--- src/rtl/alu_pkg.sv ---
// alu_pkg: shared state encoding, op-code constants and default widths for the switch ALU.
package alu_pkg;
  localparam int DEF_DATA_W = 3;
  localparam int DEF_OP_W = 2;
  typedef enum logic [1:0] {
    LOAD_A  = 2'b00,
    LOAD_B  = 2'b01,
    LOAD_OP = 2'b10,
    ISSUE   = 2'b11
  } state_t;
  localparam logic [1:0] OP_ADD = 2'b00;
  localparam logic [1:0] OP_SUB = 2'b01;
  localparam logic [1:0] OP_AND = 2'b10;
  localparam logic [1:0] OP_OR  = 2'b11;
endpackage

--- src/rtl/switch_debouncer.sv ---
// switch_debouncer: two-flop synchroniser, level debounce and registered rising-edge pulse.
module switch_debouncer #(
  parameter int DEBOUNCE = 2
) (
  input  logic clk_2,
  input  logic reset,
  input  logic raw,
  output logic clean,
  output logic rise
);
  logic sync1_q, sync2_q, settle;
  logic [7:0] cnt_q;
  assign settle = (sync2_q != clean) && (cnt_q == 8'(DEBOUNCE - 1));
  always_ff @(posedge clk_2) begin
    if (reset) begin
      sync1_q <= 1'b0;
      sync2_q <= 1'b0;
      cnt_q   <= '0;
      clean   <= 1'b0;
      rise    <= 1'b0;
    end else begin
      sync1_q <= raw;
      sync2_q <= sync1_q;
      cnt_q   <= (sync2_q == clean || settle) ? '0 : cnt_q + 8'd1;
      clean   <= settle ? sync2_q : clean;
      rise    <= settle && sync2_q;
    end
  end
endmodule

--- src/rtl/alu_operand_sequencer.sv ---
// alu_operand_sequencer: loads A, B and op from one switch field via a debounced enter key
// and presents the triple to the ALU over a valid/ready handshake.
module alu_operand_sequencer
  import alu_pkg::*;
#(
  parameter int DATA_W   = DEF_DATA_W,
  parameter int OP_W     = DEF_OP_W,
  parameter int DEBOUNCE = 2,
  parameter int CNT_W    = 4
) (
  input  logic              clk_2,
  input  logic              reset,
  input  logic [DATA_W-1:0] swi_data,
  input  logic              enter,
  input  logic              clear,
  input  logic              op_ready,
  output logic              op_valid,
  output logic [DATA_W-1:0] a_out,
  output logic [DATA_W-1:0] b_out,
  output logic [OP_W-1:0]   op_out,
  output logic [1:0]        state_out,
  output logic [CNT_W-1:0]  op_count
);
  state_t state_q;
  logic [DATA_W-1:0] a_q, b_q;
  logic [OP_W-1:0] op_q;
  logic valid_q, enter_clean, enter_rise, press;
  logic [CNT_W-1:0] cnt_q;
  switch_debouncer #(.DEBOUNCE(DEBOUNCE)) u_enter (
    .clk_2(clk_2),
    .reset(reset),
    .raw  (enter),
    .clean(enter_clean),
    .rise (enter_rise)
  );
  // rise is only ever raised together with clean, so this just qualifies the pulse
  assign press = enter_rise && enter_clean;
  always_ff @(posedge clk_2) begin
    if (reset) begin
      state_q <= LOAD_A;
      a_q     <= '0;
      b_q     <= '0;
      op_q    <= '0;
      valid_q <= 1'b0;
      cnt_q   <= '0;
    end else if (clear) begin
      state_q <= LOAD_A;
      valid_q <= 1'b0;
    end else begin
      case (state_q)
        LOAD_A: if (press) begin
          a_q     <= swi_data;
          state_q <= LOAD_B;
        end
        LOAD_B: if (press) begin
          b_q     <= swi_data;
          state_q <= LOAD_OP;
        end
        LOAD_OP: if (press) begin
          op_q    <= swi_data[OP_W-1:0];
          valid_q <= 1'b1;
          state_q <= ISSUE;
        end
        ISSUE: if (valid_q && op_ready) begin
          cnt_q   <= cnt_q + 1'b1;
          valid_q <= 1'b0;
          state_q <= LOAD_A;
        end
      endcase
    end
  end
  assign op_valid  = valid_q;
  assign a_out     = a_q;
  assign b_out     = b_q;
  assign op_out    = op_q;
  assign state_out = state_q;
  assign op_count  = cnt_q;
endmodule

--- config.mk ---
export PLATFORM = sky130hd
export DESIGN_NAME = alu_operand_sequencer
export DESIGN_NICKNAME = d
export VERILOG_FILES = /design/src/rtl/alu_pkg.sv /design/src/rtl/switch_debouncer.sv /design/src/rtl/alu_operand_sequencer.sv
export SDC_FILE = /design/constraint.sdc
export NUM_CORES = 1
export LEC_CHECK = 0
export CORE_AREA = 5 5 48 67
export DETAILED_ROUTE_END_ITERATION = 12
export DIE_AREA = 0 0 53 72
export MAX_ROUTING_LAYER = met4
export PLACE_DENSITY = 0.84
export SLEW_MARGIN = 40
export SYNTH_ARGS = -nofsm -noshare
export SYNTH_HDL_FRONTEND = slang
export SYNTH_SLANG_ARGS = --single-unit
--- constraint.sdc ---
create_clock -name clk_2 -period 2.3 [get_ports clk_2]
set_clock_uncertainty 0.05 [all_clocks]
set_input_delay 0.345 -clock clk_2 [delete_from_list [all_inputs] [get_ports clk_2]]
set_output_delay 0.345 -clock clk_2 [all_outputs]
set_load 0.005 [all_outputs]
== Yosys cells after proc, flatten, opt, wreduce, memory -nomap -nowiden ==
Cells that the tools add are included.
Word-level totals
  memories: 0
  bits in read-only memories: 0
  latch bits: 0
  bits in writable memories: 0
  input port bits: 8
  logic and storage cells: 47
  flip-flop bits (word level): 27
  output and inout port bits: 15
Operators by class
  div/mod/pow operators: 0
  eq/ne operators: 10
  reduce and logical (&&, ||, !) cells: 15
  bitwise logic cells: 1
  shift operators: 0
  $add $sub $neg: 2
  $mul: 0
  multiplexer cells: 8
  $lt $le $gt $ge: 0
Operators by type and width (number)
  $reduce_and A3 Y1: 5
  $add A8 B1 Y8 const B: 1
  $eq A8 B1 Y1 const B: 1
  $mux W2: 4
  $ne A2 B2 Y1 const B: 4
  $pmux W2 S4: 1
  $add A4 B1 Y4 const B: 1
  $eq A2 B2 Y1 const B: 2
  $logic_and A1 B1 Y1: 4
  $reduce_and A4 Y1: 1
  $reduce_or A2 Y1: 2
  $eq A2 B1 Y1 const B: 1
  $logic_not A2 Y1: 1
  $mux W1: 2
  $pmux W1 S2: 1
  $reduce_bool A2 Y1: 1
  $eq A1 B1 Y1: 1
  $logic_or A1 B1 Y1: 1
  $ne A1 B1 Y1: 1
  $not A1 Y1: 1

== Logic depth before layout (Yosys ltp) ==
  depth in word-level cells: 4
  depth in mapped cells: 5

== Modules after synthesis ==
From an unflattened synthesis, not the netlist that was laid out.
Unflattened totals
  cells, all modules: 123
  area, all modules: 1214.9 sq um
Modules (own cells, without submodules)
  alu_operand_sequencer: times used 1, cells each 73, area each 724.4 sq um
  switch_debouncer: times used 1, cells each 50, area each 490.5 sq um

== Worst setup path after synthesis ==
Ideal clock, no wire load.
  path type: reg2reg
  from: register u_enter.cnt_q[0]
  to: register u_enter.cnt_q[2]
  setup time: 0.123 ns
  stages on the path, launching flop included: 5
  slack: 0.802 ns
  data required time: 2.127 ns
  data arrival time: 1.326 ns
  cell sequence: dfxtp_1 > ha_1 > or4b_4 > o211ai_4 > nor2_1
Between the ends
  word-level cells in the longest chain between the ends: 4
  elaborated cells on any way between the ends: 5
Ends and longest elaborated chain
  start, declared: RTL line switch_debouncer.sv:12  | logic [7:0] cnt_q;
  start signal, assigned: RTL line switch_debouncer.sv:24  | cnt_q <= (sync2_q == clean || settle) ? '0 : cnt_q + 8'd1;
  parallel branches: the longest is 4 deep, another holds $add A8 B1 Y8
Parallel ways; which one is timed is not known.
A chain may end at the register's enable or synchronous reset.

== Worst setup path in the final report ==
  from: register state_q[0] (netlist: state_out[0])
  to: output state_out[0]
RTL lines
  start, declared: RTL line alu_operand_sequencer.sv:24  | state_t state_q;
  start signal, assigned: RTL line alu_operand_sequencer.sv:40  | state_q <= LOAD_A;
  start signal, assigned: RTL line alu_operand_sequencer.sv:47  | state_q <= LOAD_A;
  start signal, assigned: RTL line alu_operand_sequencer.sv:53  | state_q <= LOAD_B;
  end, declared: RTL line alu_operand_sequencer.sv:21  | output logic [1:0] state_out,
No word-level cell between the ends.

==> key figures <==
Die
  • Core area: 0.00256 sq mm
  • Die width: 53 um
  • Starting Density: 48.1%
  • Die Area: 0.00382 sq mm
  • Die H: 72 um
  • Row Count: 22
  • IO Count: 23

Timing
  • Fmax achieved: 0.592 GHz
  • Slew Viols, Final: 0
  • Setup ws final: 0.610 ns
  • Worst hold margin: 0.408 ns
  • Fin Setup TNS: 0 ns
  • Endpoints failing setup: 0
  • Min Clock Period, post-route: 1.69 ns
  • Slew of the pin with the lowest slew margin: 0.359 ns
  • Unrepaired setup endpoints after global routing: false
  • Slew headroom: 75.8%
  • Final Hold Vio Count: 0
  • Tcrit/Tclk final: 73.5%

Synth
  • Post-synth EDFFs: 0
  • Post-synthesis register bit count: 27
  • Synth Flop Type: dfxtp_1
  • Fraction of registers with async set/reset: 0%
  • Synth warn: 0
  • Synth unique cells: 32
  • Post-synth net total: 141
  • Top post-synthesis cells by area: dfxtp_1 44%, ha_1 8.1%, mux2i_1 7.3%
  • Yosys top cell area share: 43.9%
  • Register area share after synthesis: 43.9%
  • Synthesized area: 0.00123 sq mm
  • Post-synth top cells: 27 x dfxtp_1, 16 x nor2_1, 9 x mux2i_1
  • Area leader, netlist: dfxtp_1
  • Avg Cell Area, Syn: 9.85 sq um
  • Most common cell in the netlist: dfxtp_1
  • Cells after Synth: 125

Setup path
  • Crit Path Category: flip-flop to output port
  • Worst Setup SP: state_out[0]
  • Startpoint types: flip-flop
  • Internal reg-to-reg setup slack: 0.65 ns
  • Crit path max-delay cell type: clkdlybuf4s50_1
  • Critical-path maximum fanout: 5
  • CP Capture Type: output port
  • CP peak stage delay: 0.54 ns
  • CP top delay family: buffers and inverters
  • Worst r2r path cells: 4
  • Cells along the critical path: clkdlybuf4s50_1
  • Worst EP required: 1.90 ns
  • Critical Path Stages: 1
  • Reg2Reg Launch Point: u_enter.cnt_q[0]
  • FF-to-FF End: u_enter.cnt_q[5]
  • CP arrival: 1.29 ns
  • Worst path bufs/invs: 1

Cells and area
  • Final Cell Area: 0.00151 sq mm
  • Post-Layout Cell Count: 184
  • Final nets: 165
  • Storage cell area: 541 sq um
  • Fin util: 59.1%
  • Area grow syn2layout: 23.0%
  • Multi-input combinational cell area: 651 sq um
  • Share of cells above drive strength 1: 8.11%
  • Fillers: 235
  • Inserted Diodes: 0

Clocking
  • Clock H-tree levels: 1
  • Setup bufs post-CTS: 0
  • Hold_buf cts: 0
  • Root Driver: clkbuf_4
  • Clk buf depth: 2
  • Cts repair resizes: 0
  • Clock buffer count from CTS: 3
  • TritonCTS Sinks: 27
  • Clock-pin slew on the worst setup and hold paths: 0.13 ns
  • CTS tree: done
  • Clock latency on the worst-skew pair: 0.31 ns

Power and ir drop
  • Cell area power density: 458 mW/mm^2
  • Post-layout power: 694 uW
  • Leak pwr: 0.634 nW
  • Maximum vdd drop: 0.000334 V

Place
  • Worst slack, placed: 0.566 ns
  • GPL Wtd Cong: 0.768
  • Placed insts: 180
  • Area after DPL: 0.00149 sq mm
  • IO buf count: 22
  • Half-perimeter wire length after placement: 1.91 mm

Global route
  • First-pass GRT wire length: 4.11 mm
  • Vias in the first global route: 978
  • GR Util All Layers: 14.2%
  • Remaining global-route overflow: 0
  • Largest net degree at the start of global routing: 16
  • Initial antenna violation count: 0

Detailed routing
  • Iter 0 DRT Violations: 10
  • Drt first pass iters: 4
  • Drt total wl: 2.35 mm
  • Wirelength per Cell: 12.8 um
  • DRC: 0
  • Drt via density: 5.21
  • Vias: 959
  • Post-route ant nets: 0

Run status
  • Status: finished clean

Job
  • Max-cap viol count: 0

Hold path
  • Worst min-delay path startpoint: u_enter.sync1_q
  • WHS Path Cells: 1
  • HP Class: flip-flop to flip-flop
  • Hold endpoint: u_enter.sync2_q
[power by group]
part	internal [mW]	leakage (nW)	switching (mW)
combinational	0.0174	0.398	0.0143
clock	0.0649	0.0177	0.125
sequential	0.470	0.218	0.00212
total	0.552	0.634	0.141
[worst max path at each step]
stage,endpoint,slack [ns]
after floorplan,u_enter.cnt_q[2],0.80
after global placement,op_count[3],0.61
after detailed placement,op_count[3],0.57
after CTS,op_valid,0.59
after global routing,state_out[0],0.52
final,state_out[0],0.61
[cell families (layout without fill, tap and decap cells)]
group / after synthesis / in the layout / synth area share, %
AOI/OAI and AO/OA: 20 / 20 / 11.3
xor gates and xnor gates: 5 / 5 / 3.56
buffers and inverters: 10 / 33 / 3.25
DFF: 27 / 27 / 43.9
and+or+nand+nor: 46 / 46 / 22.6
adders and majority gates: 8 / 8 / 8.13
muxes: 9 / 9 / 7.32
[layout make-up]
type | instances | area share [%]
Clock buffer | 3 | 1.49
Clock inverter | 1 | 0.331
Inverter | 6 | 1.49
Multi-Input combinational cell | 88 | 43.0
Sequential cell | 27 | 35.7
Tap cell | 36 | 2.98
Timing Repair Buffer | 23 | 15.0
[placed cells by master, fill, tap and decap left out, types with 2 or more instances in the layout]
| cell | Yosys | layout |
|---|---|---|
| dfxtp_1 | 27 | 27 |
| clkdlybuf4s50_1 | 0 | 22 |
| nor2_1 | 16 | 16 |
| mux2i_1 | 9 | 9 |
| ha_1 | 8 | 8 |
| inv_1 | 6 | 6 |
| o21ai_0 | 6 | 6 |
| a21oi_1 | 6 | 6 |
| nand3_1 | 6 | 6 |
| or3_1 | 5 | 5 |
| nand4b_1 | 3 | 3 |
| xor2_1 | 3 | 3 |
| nand4_1 | 3 | 3 |
| clkbuf_4 | 0 | 3 |
| a21bo_2 | 2 | 2 |
| and3_1 | 2 | 2 |
| a31oi_1 | 2 | 2 |
| nor2b_1 | 2 | 2 |
| nor4b_1 | 2 | 2 |
| xnor2_1 | 2 | 2 |
[worst register-to-register path, delay by kind of cell (launching register included)]
family | cells | cell delay, ns
compound gates | 2 | 0.37
simple gates | 1 | 0.48
fa+ha+maj | 1 | 0.19
flops | 1 | 0.45
[routing by layer]
metal	vias up	share of wire, %	track usage (%)
met2	22	53	24.3
met4	0	2.2	6.25
met1	439	41	15.7
met5	-	0	-
met3	6	4.6	2.67
li1	492	-	-
[state kept, by name, summed over array words and instances (netlist names)]
name / count
u_enter.sync2_q: 1
a_out: 3
state_out: 2
op_valid: 1
b_out: 3
op_count: 4
op_out: 2
u_enter.clean: 1
u_enter.rise: 1
u_enter.cnt_q: 8
u_enter.sync1_q: 1
Power figures use the tool's default switching activity.
